$ cat src/rtl/fp_alu_scheduler.sv
// Round-robin sequencer sharing one add/sub unit and one start/done multiplier between two requesters.
// One op in flight; result is returned tagged with the requester id and held until accepted.
module fp_alu_scheduler #(
  parameter int W       = 32,
  parameter int TIMEOUT = 64
) (
  input  logic         clk_i,
  input  logic         rst_n_i,
  input  logic         req0_valid_i,
  output logic         req0_ready_o,
  input  logic [1:0]   req0_op_i,
  input  logic [W-1:0] req0_a_i,
  input  logic [W-1:0] req0_b_i,
  input  logic         req1_valid_i,
  output logic         req1_ready_o,
  input  logic [1:0]   req1_op_i,
  input  logic [W-1:0] req1_a_i,
  input  logic [W-1:0] req1_b_i,
  output logic         rsp_valid_o,
  input  logic         rsp_ready_i,
  output logic         rsp_id_o,
  output logic [W-1:0] rsp_result_o,
  output logic         rsp_overflow_o,
  output logic         rsp_error_o,
  output logic [W-1:0] alu_a_o,
  output logic [W-1:0] alu_b_o,
  output logic         add_sub_o,
  input  logic [W-1:0] add_result_i,
  input  logic         add_overflow_i,
  output logic         mul_start_o,
  input  logic [W-1:0] mul_result_i,
  input  logic         mul_overflow_i,
  input  logic         mul_done_i
);

  localparam int WDW = $clog2(TIMEOUT);
  localparam logic [WDW-1:0] WD_LAST = WDW'(TIMEOUT - 1);

  localparam logic [1:0] OP_ADD = 2'b00;
  localparam logic [1:0] OP_SUB = 2'b01;
  localparam logic [1:0] OP_MUL = 2'b10;

  typedef enum logic [2:0] {
    S_IDLE,
    S_ADD,
    S_MUL_START,
    S_MUL_WAIT,
    S_RESP
  } state_t;

  state_t         state_q, state_d;
  logic           last_grant_q, last_grant_d;
  logic           id_q, id_d;
  logic [1:0]     op_q, op_d;
  logic [W-1:0]   a_q, a_d;
  logic [W-1:0]   b_q, b_d;
  logic [W-1:0]   res_q, res_d;
  logic           ovf_q, ovf_d;
  logic           err_q, err_d;
  logic [WDW-1:0] wd_q, wd_d;

  logic           grant1;
  logic           req_hs;
  logic [1:0]     req_op;
  logic [W-1:0]   req_a;
  logic [W-1:0]   req_b;

  // On a tie the requester that did not win last time is served.
  assign grant1 = req1_valid_i && (!req0_valid_i || !last_grant_q);

  // Ready is gated by reset so nothing can appear accepted while reset is held.
  assign req0_ready_o = rst_n_i && (state_q == S_IDLE) && req0_valid_i && !grant1;
  assign req1_ready_o = rst_n_i && (state_q == S_IDLE) && req1_valid_i && grant1;
  assign req_hs       = req0_ready_o || req1_ready_o;

  assign req_op = grant1 ? req1_op_i : req0_op_i;
  assign req_a  = grant1 ? req1_a_i  : req0_a_i;
  assign req_b  = grant1 ? req1_b_i  : req0_b_i;

  always_comb begin
    state_d      = state_q;
    last_grant_d = last_grant_q;
    id_d         = id_q;
    op_d         = op_q;
    a_d          = a_q;
    b_d          = b_q;
    res_d        = res_q;
    ovf_d        = ovf_q;
    err_d        = err_q;
    wd_d         = wd_q;

    case (state_q)
      S_IDLE: begin
        if (req_hs) begin
          id_d  = grant1;
          op_d  = req_op;
          a_d   = req_a;
          b_d   = req_b;
          res_d = '0;
          ovf_d = 1'b0;
          err_d = 1'b0;
          case (req_op)
            OP_ADD, OP_SUB: state_d = S_ADD;
            OP_MUL:         state_d = S_MUL_START;
            default: begin
              err_d   = 1'b1;
              state_d = S_RESP;
            end
          endcase
        end
      end

      S_ADD: begin
        res_d   = add_result_i;
        ovf_d   = add_overflow_i;
        err_d   = 1'b0;
        state_d = S_RESP;
      end

      S_MUL_START: begin
        wd_d    = '0;
        state_d = S_MUL_WAIT;
      end

      S_MUL_WAIT: begin
        // A done arriving on the last allowed cycle still counts as success.
        if (mul_done_i) begin
          res_d   = mul_result_i;
          ovf_d   = mul_overflow_i;
          err_d   = 1'b0;
          state_d = S_RESP;
        end else if (wd_q == WD_LAST) begin
          res_d   = '0;
          ovf_d   = 1'b0;
          err_d   = 1'b1;
          state_d = S_RESP;
        end else begin
          wd_d = wd_q + WDW'(1);
        end
      end

      S_RESP: begin
        if (rsp_ready_i) begin
          last_grant_d = id_q;
          state_d      = S_IDLE;
        end
      end

      default: state_d = S_IDLE;
    endcase
  end

  always_ff @(posedge clk_i or negedge rst_n_i) begin
    if (!rst_n_i) begin
      state_q      <= S_IDLE;
      last_grant_q <= 1'b1;
      id_q         <= 1'b0;
      op_q         <= 2'b00;
      a_q          <= '0;
      b_q          <= '0;
      res_q        <= '0;
      ovf_q        <= 1'b0;
      err_q        <= 1'b0;
      wd_q         <= '0;
    end else begin
      state_q      <= state_d;
      last_grant_q <= last_grant_d;
      id_q         <= id_d;
      op_q         <= op_d;
      a_q          <= a_d;
      b_q          <= b_d;
      res_q        <= res_d;
      ovf_q        <= ovf_d;
      err_q        <= err_d;
      wd_q         <= wd_d;
    end
  end

  assign alu_a_o        = a_q;
  assign alu_b_o        = b_q;
  assign add_sub_o      = (op_q == OP_SUB);
  assign mul_start_o    = (state_q == S_MUL_START);
  assign rsp_valid_o    = (state_q == S_RESP);
  assign rsp_id_o       = id_q;
  assign rsp_result_o   = res_q;
  assign rsp_overflow_o = ovf_q;
  assign rsp_error_o    = err_q;

endmodule
$ cat config.mk
export PLATFORM = sky130hd
export DESIGN_NAME = fp_alu_scheduler
export DESIGN_NICKNAME = d
export VERILOG_FILES = /design/src/rtl/fp_alu_scheduler.sv
export SDC_FILE = /design/constraint.sdc
export NUM_CORES = 1
export LEC_CHECK = 0
export CAP_MARGIN = 15
export CORE_UTILIZATION = 35
export DETAILED_ROUTE_END_ITERATION = 6
export HOLD_SLACK_MARGIN = 0.06
export PLACE_DENSITY = 0.75
export SLEW_MARGIN = 10
export SYNTH_ARGS = -nofsm -noshare
export SYNTH_HDL_FRONTEND = slang
export SYNTH_SLANG_ARGS = --single-unit
$ cat constraint.sdc
create_clock -name clk_i -period 2.2 [get_ports clk_i]
set_clock_uncertainty 0.2 [all_clocks]
set_input_delay 0.33 -clock clk_i [delete_from_list [all_inputs] [get_ports clk_i]]
set_output_delay 0.33 -clock clk_i [all_outputs]
set_load 0.03 [all_outputs]
# After elaboration in Yosys (flattened, before gate mapping)
# Index checks and enable logic that the tools add are counted.
# Widths: inputs -> output; s select.
[totals]
register_bits = 111
inputBits = 204
out_inout_bits = 104
wordCells = 71
[op_classes]
add_sub_neg = 1
eq_ne = 13
mux = 25
n_reduce_logical = 22
[ops]
columns = ["operator", "count"]
rows = [
  ["$mux 32", 5],
  ["$pmux 32 s3", 1],
  ["$pmux 3 s5", 1],
  ["$mux 3", 4],
  ["$mux 6", 2],
  ["$pmux 6 s2", 1],
  ["$reduce_and 3->1", 3],
  ["$mux 1", 7],
  ["$add 6x1->6 const B", 1],
  ["$eq 3x2->1 const B", 2],
  ["$eq 6x6->1 const B", 1],
  ["$logic_and 1x1->1", 6],
  ["$ne 2x2->1 const B", 3],
  ["$pmux 1 s3", 2],
  ["$pmux 3 s2", 1],
  ["$eq 2x1->1 const B", 2],
  ["$reduce_and 2->1", 2],
  ["$eq 3x1->1 const B", 1],
  ["$eq 3x3->1 const B", 1],
  ["$logic_not 1->1", 3],
  ["$logic_not 3->1", 1],
  ["$ne 3x3->1 const B", 1],
  ["$reduce_bool 3->1", 1],
  ["$reduce_or 3->1", 1],
  ["7 further kinds", 8],
]

# Longest topological paths before layout
[logic_depth]
depth_word = 9
depth_mapped = 8

# Worst setup path before layout
# Ideal clock, no wire load.
[synth_path]
path_type = "register to register"
from = "register state_q[2]"
to = "register last_grant_q"
setup_ns = 0.082
t_arrival_ns = 1.816
required_ns = 1.918
setup_slack_ns = 0.102
path_stages_with_launch = 4
path_buffers = 0
period_less_slack_ns = 2.098
path_cell_list = "dfrtp_1 > nor3b_1 > nand2_1 > mux2_2"
[synth_via]
elab_chain_cells = 2
[synth_lines]
columns = ["item", "line_no", "rtl"]
rows = [
  ["start: declaration", "51", "state_t state_q, state_d;"],
  ["start signal: assignment", "166", "state_q <= state_d;"],
  ["$eq 3x3->1", "-", ""],
  ["named net rsp_valid_o", "19", "output logic rsp_valid_o,"],
  ["$reduce_and 2->1 (no source line)", "-", ""],
  ["end signal: assignment", "167", "last_grant_q <= last_grant_d;"],
  ["end: declaration", "52", "logic last_grant_q, last_grant_d;"],
]
# The timed path passes the listed nets, and every way through them passes these cells.
# A chain may end at the register's enable or synchronous reset.

# Worst setup path in the final report
[layout_path]
from = "register state_q[0]"
to = "output req0_ready_o"
[layout_via]
elab_chain_cells = 4
[layout_lines]
columns = ["item", "line_no", "rtl"]
rows = [
  ["$logic_not 3->1", "72", "assign req0_ready_o = rst_n_i && (state_q == S_IDLE) && req0_valid_i && !grant1;"],
  ["$logic_and 1x1->1 (3 in a row)", "72", ""],
  ["end: declaration", "10", "output logic req0_ready_o,"],
]
# No other way between the ends.

==> impl_metrics.env <==
export IMPL_status="finished, final reports clean"
export IMPL_synth_flop_cell="dfrtp_1"
export IMPL_hold_viol_final=0
export IMPL_clock_fmax_ghz=0.475
export IMPL_initial_core_util_pct=35.9
export IMPL_synth_async_reset_ratio_pct=100
export IMPL_fin_nets=993
export IMPL_slew_violations=0
export IMPL_portBuffers=307
export IMPL_synth_edf_count=0
export IMPL_drtIter0Drc=194
export IMPL_hold_depth=1
export IMPL_drt_pass1_iter_count=4
export IMPL_cp_start_kind="register"
export IMPL_relSlewSlack_pct=60.7
export IMPL_path_clk_slew_ps=70
export IMPL_htreeDepth=3
export IMPL_fillCellCount=1162
export IMPL_hpwl_mm=12.9
export IMPL_multi_input_area_um2=2230
export IMPL_synth_top_cells_by_count="dfrtp_1, nor2_1, mux2i_1"
export IMPL_post_place_ws_ps=-3.22
export IMPL_setup_violations_final=0
export IMPL_viasPerCell=5.00
export IMPL_wirelength_mm=16.6
export IMPL_die_x_um=124
export IMPL_synth_distinct_cells=44
export IMPL_p_leak_nw=3.75
export IMPL_layout_drive_gt1_share_pct=8.45
export IMPL_hold_start="rsp_result_o[10]"
export IMPL_grt_max_degree=114
export IMPL_worstPathArrival_ps=1580
export IMPL_cts_made_buffers=9
export IMPL_core_rowCount=44
export IMPL_period_minus_slack_ps=2110
export IMPL_setup_ws_ps=92.8
export IMPL_synth_seq_cells=111
export IMPL_crit_fanout=8
export IMPL_syn_inst=474
export IMPL_fin_crit_sh_pct=95.8
export IMPL_drc=0
export IMPL_dieArea_um2=15400
export IMPL_syn_to_final_growth_pct=72.9
export IMPL_yosysSeqAreaShare_pct=53.2
export IMPL_syn_area_per_cell_um2=11.0
export IMPL_place_congestion=0.782
export IMPL_synth_top_area_share_pct=52.7
export IMPL_clkLatencyLatePin_ps=350
export IMPL_grt_overflow_total=0
export IMPL_finalSetupTns_ps=0
export IMPL_synth_most_common_cell="dfrtp_1"
export IMPL_cts_sinks=111
export IMPL_r2r_setup_slack_ps=290
export IMPL_gr_usage_all_layers_pct=20.6
export IMPL_rr_endpoint="rsp_id_o"
export IMPL_worstPathRequired_ps=1670
export IMPL_vias=4885
export IMPL_yosysWarnings=0
export IMPL_grt_pass1_wl_mm=23.5
export IMPL_tightest_slew_ps=590
export IMPL_ir_drop_mv=0.629
export IMPL_dieHeight_um=124
export IMPL_regArea_um2=2780
export IMPL_core_um2=14500
export IMPL_path_class="register to output pin"
export IMPL_avgRoutedWirePerCell_um=17.0
export IMPL_p_total_mw=11.7
export IMPL_synth_area_um2=5220
export IMPL_r2r_cells=6
export IMPL_power_density_nw_per_um2=1300
export IMPL_grt_pass1_vias=4668
export IMPL_synth_top_cells_by_area="dfrtp_1, mux2i_1, a21oi_1"
export IMPL_n_antenna_cell=0
export IMPL_hp_class="register to register"
export IMPL_cts_tree="done"
export IMPL_maxCapViolCount=0
export IMPL_rsz0062_at_grt="false"
export IMPL_synth_top_cell_by_area="dfrtp_1"
export IMPL_antenna_found_initial=0
export IMPL_r2r_start="state_q[0]"
export IMPL_syn_nets=679
export IMPL_hold_path_end="rsp_result_o[10]"
export IMPL_end_kind="output pin"
export IMPL_ios=308
export IMPL_cts_root_buf="clkbuf_16"
export IMPL_cts_path_max_buffers=2
export IMPL_antenna_left=0
layout by cell type, fill, tap and decap left out, drive strengths merged, types with 2 or more instances in the layout:
master,count
clkdlybuf4s50,302
dfrtp,110
nor2,71
mux2i,67
a21oi,67
buf,35
a22oi,33
o2bb2ai,33
clkbuf,10
nand2,8
o21ai,4
bufinv,4
inv,4
nor2b,3
nand2b,3
mux2,3
nand3b,3
nand3,2
o211ai,2
a41o,2
xor2,2
nor3,2
and2,2
per-stage QoR:
step / util [%] / hold WS (ps) / instances / cell area, um^2
after floorplan: - / -166 / 474 / 5220
after global placement: 59.4 / 272 / 958 / 8640
after detailed placement: 59.4 / 274 / 958 / 8640
after CTS: 62.0 / 294 / 975 / 9010
after global routing: 62.1 / 309 / 977 / 9030
final: 62.1 / 291 / 977 / 9030
repair_timing:
item / 4_1_cts / 5_1_grt
setup endpoints to repair: 1 / 2
endpoints found under the hold margin: 110 / 0
gates resized for setup: 1 / 2
pin swaps: 0 / 3
hold buffers: 1 / 0
setup buffers: 0 / 2
metal layers:
metal  global-route usage (%)  vias to the layer above  routed length (um)
li1                         -                     2355                   -
met1                     23.0                     2282                6270
met2                     36.8                      223                8500
met3                     5.86                       25                1480
met4                     7.89                        0                 356
met5                        0                        -                   0
critical path, stage by stage, from the launching register on:
cell     delay (ps)
dfrtp_1         400
buf_6           150
nor4b_4         300
nand2_1          90
nor2_1          120
buf_4           170
sequential cells by signal, summed over array words and instances, names as in the netlist:
signal,flops
alu_a_o,32
alu_b_o,32
last_grant_q,1
op_q,2
rsp_error_o,1
rsp_id_o,1
rsp_overflow_o,1
rsp_result_o,32
state_q,3
wd_q,6
how the worst max path moves through the flow:
stage / depth (start not counted) / startpoint / to / slack, ps
after global placement: 5 / req0_valid_i / rsp_error_o / 10
after detailed placement: 5 / req0_valid_i / rsp_error_o / -3
after CTS: 5 / state_q[0] / req0_ready_o / 40
final: 5 / state_q[0] / req0_ready_o / 90
after floorplan: 3 / state_q[2] / last_grant_q / 100
after global routing: 5 / state_q[0] / req0_ready_o / 7
where the power goes:
part           internal, mW  total [mW]  switching [mW]
logic                  2.80        6.40            3.60
registers              2.90        3.39           0.491
clock network          1.23        1.96           0.734
total                  6.92        11.7            4.82
kinds of logic (layout without fill, tap and decap cells):
family	after synthesis	count (layout)	synth area share, %
multiplexers	70	70	13.5
AO/OA/AOI/OAI	147	147	18.9
buffers and inverters	40	359	4.29
flip-flops	111	111	53.2
AND/OR/NAND/NOR	102	102	9.34
XOR/XNOR	3	3	0.503
adder cells (fa/ha/maj)	1	1	0.239
final cells by class:
| class | count | share of cell area (%) |
|---|---|---|
| Timing Repair Buffer | 339 | 37.8 |
| Sequential cell | 111 | 30.8 |
| Multi-Input combinational cell | 323 | 24.7 |
| Tap cell | 184 | 2.55 |
| Clock buffer | 10 | 2.53 |
| Clock inverter | 6 | 1.47 |
| Inverter | 4 | 0.166 |
Note: power is estimated with default switching activity, not from simulation.
